$ cat config.mk
export PLATFORM = sky130hd
export DESIGN_NAME = tlc_vehicle_detector_flat
export DESIGN_NICKNAME = d
export VERILOG_FILES = /design/src/rtl/tlc_vehicle_detector_if.sv /design/src/rtl/tlc_vehicle_detector.sv /design/src/flat_wrapper.sv
export SDC_FILE = /design/constraint.sdc
export NUM_CORES = 1
export LEC_CHECK = 0
export CELL_PAD_IN_SITES_DETAIL_PLACEMENT = 1
export CELL_PAD_IN_SITES_GLOBAL_PLACEMENT = 1
export CORE_MARGIN = 2
export CORE_UTILIZATION = 40
export CTS_BUF_LIST = sky130_fd_sc_hd__clkbuf_2
export DETAILED_ROUTE_END_ITERATION = 8
export GPL_TIMING_DRIVEN = 0
export HOLD_SLACK_MARGIN = 0.1
export MAX_ROUTING_LAYER = met4
export PLACE_DENSITY = 0.76
export SLEW_MARGIN = 20
export SYNTH_ARGS = -nofsm -noshare
export SYNTH_HDL_FRONTEND = slang
export SYNTH_SLANG_ARGS = --single-unit
$ cat constraint.sdc
create_clock -name clk -period 2.7 [get_ports clk]
set_clock_uncertainty 0.15 [all_clocks]
set_input_delay 0.405 -clock clk [delete_from_list [all_inputs] [get_ports clk]]
set_output_delay 0.405 -clock clk [all_outputs]
set_load 0.01 [all_outputs]
$ cat src/rtl/tlc_vehicle_detector_if.sv
// Bus between the traffic light controller side and the farm-road vehicle detector.
interface tlc_vehicle_detector_if;
  logic       det_raw;
  logic [2:0] light_highway;
  logic [2:0] light_farm;
  logic       C;
  logic [7:0] veh_count;
  logic       starve;
  logic       lamp_fault;

  // Controller / environment side: drives detector and lamp codes, reads status.
  modport master (
    output det_raw,
    output light_highway,
    output light_farm,
    input  C,
    input  veh_count,
    input  starve,
    input  lamp_fault
  );

  // Detector side: consumes detector and lamp codes, produces request and status.
  modport slave (
    input  det_raw,
    input  light_highway,
    input  light_farm,
    output C,
    output veh_count,
    output starve,
    output lamp_fault
  );
endinterface

$ cat src/rtl/tlc_vehicle_detector.sv
// Farm-road vehicle detector: synchronizes and debounces the loop detector,
// counts waiting vehicles, and raises a registered request C to the light
// controller, with starvation and illegal-lamp status flags.
module tlc_vehicle_detector #(
  parameter int unsigned DEB_CYCLES = 16,
  parameter int unsigned MAX_WAIT   = 1024
) (
  input  logic                    clk,
  input  logic                    rst_n,
  tlc_vehicle_detector_if.slave   bus
);

  localparam int unsigned RUN_W  = 8;
  localparam int unsigned CNT_W  = 8;
  localparam int unsigned WAIT_W = 16;

  localparam logic [2:0] LAMP_RED    = 3'b100;
  localparam logic [2:0] LAMP_YELLOW = 3'b010;
  localparam logic [2:0] LAMP_GREEN  = 3'b001;

  localparam logic [CNT_W-1:0]  CNT_MAX  = {CNT_W{1'b1}};
  localparam logic [WAIT_W-1:0] WAIT_MAX = {WAIT_W{1'b1}};
  localparam logic [RUN_W-1:0]  RUN_LAST = RUN_W'(DEB_CYCLES - 1);
  localparam logic [WAIT_W-1:0] WAIT_LIM = WAIT_W'(MAX_WAIT);

  typedef enum logic [1:0] {
    ST_IDLE  = 2'd0,
    ST_REQ   = 2'd1,
    ST_SERVE = 2'd2
  } state_e;

  logic [1:0]        sync_q;
  logic              det_sync;
  logic              det_stable;
  logic              det_prev;
  logic [RUN_W-1:0]  run_cnt;
  logic [2:0]        lamp_prev;
  logic              armed;
  logic [CNT_W-1:0]  veh_cnt_q;
  logic [WAIT_W-1:0] wait_cnt;
  logic [WAIT_W-1:0] wait_nxt;
  state_e            state;
  state_e            state_nxt;
  logic              c_q;
  logic              starve_q;
  logic              fault_q;

  logic              arrival;
  logic              farm_green;
  logic              green_entry;
  logic              lamp_bad;

  function automatic logic is_onehot3(input logic [2:0] v);
    return (v == LAMP_RED) || (v == LAMP_YELLOW) || (v == LAMP_GREEN);
  endfunction

  assign det_sync    = sync_q[1];
  assign arrival     = det_stable & ~det_prev;
  assign farm_green  = (bus.light_farm == LAMP_GREEN);
  // armed blocks a false green entry on the first cycle out of reset.
  assign green_entry = armed & farm_green & (lamp_prev != LAMP_GREEN);
  assign lamp_bad    = ~is_onehot3(bus.light_highway) | ~is_onehot3(bus.light_farm) |
                       ((bus.light_highway != LAMP_RED) & (bus.light_farm != LAMP_RED));

  // Two-flop synchronizer for the asynchronous detector input.
  always_ff @(posedge clk) begin
    if (!rst_n) begin
      sync_q <= '0;
    end else begin
      sync_q <= {sync_q[0], bus.det_raw};
    end
  end

  // Debounce: accept a new level after DEB_CYCLES consecutive differing samples.
  always_ff @(posedge clk) begin
    if (!rst_n) begin
      det_stable <= 1'b0;
      run_cnt    <= '0;
    end else if (det_sync == det_stable) begin
      run_cnt <= '0;
    end else if (run_cnt == RUN_LAST) begin
      det_stable <= det_sync;
      run_cnt    <= '0;
    end else begin
      run_cnt <= run_cnt + RUN_W'(1);
    end
  end

  // Edge history for arrival and farm-green entry detection.
  always_ff @(posedge clk) begin
    if (!rst_n) begin
      det_prev  <= 1'b0;
      lamp_prev <= '0;
      armed     <= 1'b0;
    end else begin
      det_prev  <= det_stable;
      lamp_prev <= bus.light_farm;
      armed     <= 1'b1;
    end
  end

  // Waiting-vehicle counter: cleared on green entry, which wins over an arrival.
  always_ff @(posedge clk) begin
    if (!rst_n) begin
      veh_cnt_q <= '0;
    end else if (green_entry) begin
      veh_cnt_q <= '0;
    end else if (arrival && !farm_green && (veh_cnt_q != CNT_MAX)) begin
      veh_cnt_q <= veh_cnt_q + CNT_W'(1);
    end
  end

  // Request FSM state register.
  always_ff @(posedge clk) begin
    if (!rst_n) begin
      state <= ST_IDLE;
    end else begin
      state <= state_nxt;
    end
  end

  // Request FSM next state and saturating wait-counter next value.
  always_comb begin
    state_nxt = state;
    wait_nxt  = '0;
    case (state)
      ST_IDLE: begin
        if ((veh_cnt_q != '0) && (bus.light_farm == LAMP_RED)) state_nxt = ST_REQ;
      end
      ST_REQ: begin
        wait_nxt = (wait_cnt == WAIT_MAX) ? wait_cnt : wait_cnt + WAIT_W'(1);
        if (bus.light_farm == LAMP_GREEN) state_nxt = ST_SERVE;
      end
      ST_SERVE: begin
        if (bus.light_farm == LAMP_RED) state_nxt = ST_IDLE;
      end
      default: state_nxt = ST_IDLE;
    endcase
  end

  // Registered request decode, wait counter and sticky starve flag.
  always_ff @(posedge clk) begin
    if (!rst_n) begin
      c_q      <= 1'b0;
      wait_cnt <= '0;
      starve_q <= 1'b0;
    end else begin
      c_q      <= (state_nxt == ST_REQ);
      wait_cnt <= wait_nxt;
      starve_q <= starve_q | (wait_nxt == WAIT_LIM);
    end
  end

  // Sticky illegal-lamp status flag; observational only.
  always_ff @(posedge clk) begin
    if (!rst_n) begin
      fault_q <= 1'b0;
    end else begin
      fault_q <= fault_q | lamp_bad;
    end
  end

  assign bus.C          = c_q;
  assign bus.veh_count  = veh_cnt_q;
  assign bus.starve     = starve_q;
  assign bus.lamp_fault = fault_q;

endmodule

$ cat src/flat_wrapper.sv
// flat-port wrapper written by rule: the top's interface ports become plain ports
module tlc_vehicle_detector_flat 
#(
  parameter int unsigned DEB_CYCLES = 16,
  parameter int unsigned MAX_WAIT   = 1024
)
  (clk, rst_n, bus_det_raw, bus_light_highway, bus_light_farm, bus_C, bus_veh_count, bus_starve, bus_lamp_fault);
  tlc_vehicle_detector_if bus_i ();
  input  logic clk;
  input  logic rst_n;
  input wire logic [$bits(bus_i.det_raw)-1:0] bus_det_raw;
  input wire logic [$bits(bus_i.light_highway)-1:0] bus_light_highway;
  input wire logic [$bits(bus_i.light_farm)-1:0] bus_light_farm;
  output wire logic [$bits(bus_i.C)-1:0] bus_C;
  output wire logic [$bits(bus_i.veh_count)-1:0] bus_veh_count;
  output wire logic [$bits(bus_i.starve)-1:0] bus_starve;
  output wire logic [$bits(bus_i.lamp_fault)-1:0] bus_lamp_fault;
  assign bus_i.det_raw = bus_det_raw;
  assign bus_i.light_highway = bus_light_highway;
  assign bus_i.light_farm = bus_light_farm;
  assign bus_C = bus_i.C;
  assign bus_veh_count = bus_i.veh_count;
  assign bus_starve = bus_i.starve;
  assign bus_lamp_fault = bus_i.lamp_fault;
  tlc_vehicle_detector #(.DEB_CYCLES(DEB_CYCLES), .MAX_WAIT(MAX_WAIT)) u_core (.clk(clk), .rst_n(rst_n), .bus(bus_i));
endmodule
==> reports/results.txt, run 1 <==
status: completed
Post-route DRC: 0
Post-synth EDFFs: 0
crit path time final: 2560 ps
final count of hold timing violations: 0
pin slew with the least headroom to its limit: 770 ps
initial DRC count: 64
mux cell area share after synthesis: 2.36%
number of global-route vias before repair: 1793
asr flop ratio synth: 0%
antenna viol nets, final: 0
cell chain of the critical path: ha_1, buf_2, nand2_2, or2_4, a211o_1, a2111oi_4, a31oi_1, o41ai_2
Initial Utilization: 42.1%
CTS tree: done
Die Wd: 77.8 microns
met1 WL: 2500 microns
grt ovf: 0
VDD IR-drop max: 0.205 mV
ys flop type: dfxtp_1
num rows: 26
YS warnings: 0
Seq cells post-synth: 45
H-tree Lvls: 2
drt first pass iters: 4
Slew Limit Fails: 0
maxcap violations: 0
compound-cell area share of the yosys netlist: 10.3%
Synth Area in Simple Gates: 32.5%
met3 WL post-DR: 103 microns
DR vias/cell: 5.23
RSZ-0062 raised after global routing: false
Arr. time, crit path: 2780 ps
share of the synthesized area in the top cell type: 41.4%
Layout area overhead: 17.2%
RePlAce Congestion: 0.856
syn nets: 263
Clock Pin Slew Worst Setup and Hold Paths: 250 ps
Post-Syn Area: 2180 sq um
Layout Nets: 291
Gate Count Post-Synth: 250
max_slew headroom: 48.5%
maximum clock path buffer count: 2
LEAKAGE: 0.893 nW
final worst-path cycle share: 94.9%
initial antenna violation count: 0
Final WS setup: 139 ps
top layer in use: met4
Synth area leader: dfxtp_1
n_diodes: 0
Crit path required time: 2920 ps
TritonCTS Buffers: 5
Max Clk Rate: 0.390 GHz
mean post-synth cell area: 8.71 sq um
chip height: 77.8 microns
Routed WL: 5050 microns
setup slack at placement: -31.0 ps
largest family of logic cells by synthesized area: simple AND/OR/NAND/NOR gates
detailed placer's ending HPWL: 3730 microns
most frequent cells in the layout: 43 x dfxtp_1, 35 x nor2_1, 22 x nand2_1
Pwr Density: 398 nW/um^2
largest net degree at the start of global routing: 16
Routed WL per cell: 14.5 microns
met2 WL: 2370 microns
I/O Buffers: 19
global-route wire length before repair: 8800 microns
# hold bufs at CTS: 0
Hold WC Path Type: flop to flop
Cell variety after synth: 51
All-Layer GR Usage: 18.9%
Placeable Area: 5170 sq um
slowest CP cell: dfxtp_4
Worst Path Max Fanout: 7
top cells by area, synth: dfxtp_1 41%, nor2_1 6.0%, xor2_1 5.6%
layout cells sized above 1: 11.1%
Post-Synth XOR/XNOR Area: 9.25%
clk sinks: 45
setup violators final: 0
root buffer cell: clkbuf_2
setup TNS: 0 ps
commonest non-fill, non-tap cell in the layout: dfxtp_1
slowest stage delay, CP: 410 ps
Crit Path Class: flop to flop
via count: 1826
die footprint: 6050 sq um
fill count: 631
startpoint types: flop
Adder-Cell Fraction of Synth Area: 2.30%
sequential-to-total area share from yosys stat: 41.4%
clk_lat worst skew: 440 ps
I/O pin count: 20
Critical Path Sink Type: flop
## registers in the layout, summed over array words and instances, names as in the netlist, 2 cells and up
name and cells:
u_core.wait_cnt 16, u_core.bus.veh_count 8, u_core.run_cnt 8, u_core.lamp_prev 3, u_core.state 2, u_core.sync_q 2
## synthesized netlist by cell type, types with 2 or more instances
library cell / n
nor4_1: 5
nor2_1: 35
xor2_1: 14
nor3_1: 7
nand4_1: 8
nand2b_1: 3
a31oi_1: 2
clkbuf_1: 2
or2_2: 3
o21ai_0: 8
xnor2_1: 9
nand2_1: 23
a211oi_1: 2
o211a_1: 2
mux2i_1: 4
o211ai_1: 2
dfxtp_1: 45
ha_1: 4
nor3b_1: 2
nand3_1: 10
and3b_1: 2
and3_1: 6
a21oi_1: 7
and2_1: 7
buf_2: 3
nor2b_1: 7
inv_1: 4
## metal layers
metal,GRT usage [%],up-vias
met4,7.32,0
li1,-,933
met1,24.2,871
met5,-,-
met3,4.19,6
met2,29.1,16
## through the flow
step,power (W),std cells,utilization [%],hold WS [ps],instance area [sq um]
floorplan,0.000702,250,-,262,2180
global placement,0.000724,339,47.5,291,2450
detailed placement,0.000725,339,47.5,293,2450
CTS,0.00103,347,48.7,343,2520
global route,0.00107,349,49.3,300,2550
finish,0.00102,349,49.3,338,2550
## logic make-up (layout without fill, tap and decap cells)
family	after synthesis	after routing
AOI/OAI and AO/OA	32	32
xor gates and xnor gates	23	23
DFF	45	45
buffers and inverters	10	39
adders and majority gates	4	4
muxes	5	5
and+or+nand+nor	131	131
## cell type report
class / count / area [sq um] / share of cell area, %
clock inverter: 3 / 21.3 / 0.834
sequential: 45 / 908 / 35.6
tap: 70 / 87.6 / 3.43
timing repair buffer: 21 / 205 / 8.04
clock buffer: 5 / 25.0 / 0.981
inverter: 4 / 15.0 / 0.589
multi-input combinational: 195 / 1260 / 49.4
buffer: 6 / 27.5 / 1.08
## worst paths after layout
| kind | from | end | slack, ps | cells after the start |
|---|---|---|---|---|
| hold reg to reg | u_core.sync_q[0]$_SDFF_PN0_ | u_core.sync_q[1]$_SDFF_PN0_ | 340 | 1 |
| hold / removal | u_core.sync_q[0]$_SDFF_PN0_ | u_core.sync_q[1]$_SDFF_PN0_ | 340 | 1 |
| setup / recovery | u_core.wait_cnt[0]$_SDFF_PN0_ | u_core.bus.starve$_SDFF_PN0_ | 140 | 8 |
| setup reg to reg | u_core.wait_cnt[0]$_SDFF_PN0_ | u_core.bus.starve$_SDFF_PN0_ | 140 | 8 |
## timing repair
action,in CTS,in global routing
resized for setup,4,5
buffers inserted,0,2
setup endpoints to repair,1,1
## worst max-delay path: cells and delay by family (launching register included)
kind / cells / cell delay, ps
compound gates: 4 / 1240
fa+ha+maj: 1 / 130
buf+inv: 1 / 190
flops: 1 / 410
simple gates: 2 / 370
## power breakdown
group	total, W	internal [W]	switching (W)
sequential	0.000673	0.000670	0.00000227
combinational	0.0000375	0.0000203	0.0000172
clock	0.000306	0.0000656	0.000240
Power figures use the tool's default switching activity.
==> inputs of run 2 (changes only) <==
--- a/config.mk
+++ b/config.mk
@@ -11,6 +11,7 @@
 export CORE_UTILIZATION = 40
 export CTS_BUF_LIST = sky130_fd_sc_hd__clkbuf_2
 export DETAILED_ROUTE_END_ITERATION = 8
+export GPL_ROUTABILITY_DRIVEN = 1
 export GPL_TIMING_DRIVEN = 0
 export HOLD_SLACK_MARGIN = 0.1
 export MAX_ROUTING_LAYER = met4
==> results of run 2 <==
Same layout as run 1: the final DEF is identical, and so are final timing and power.
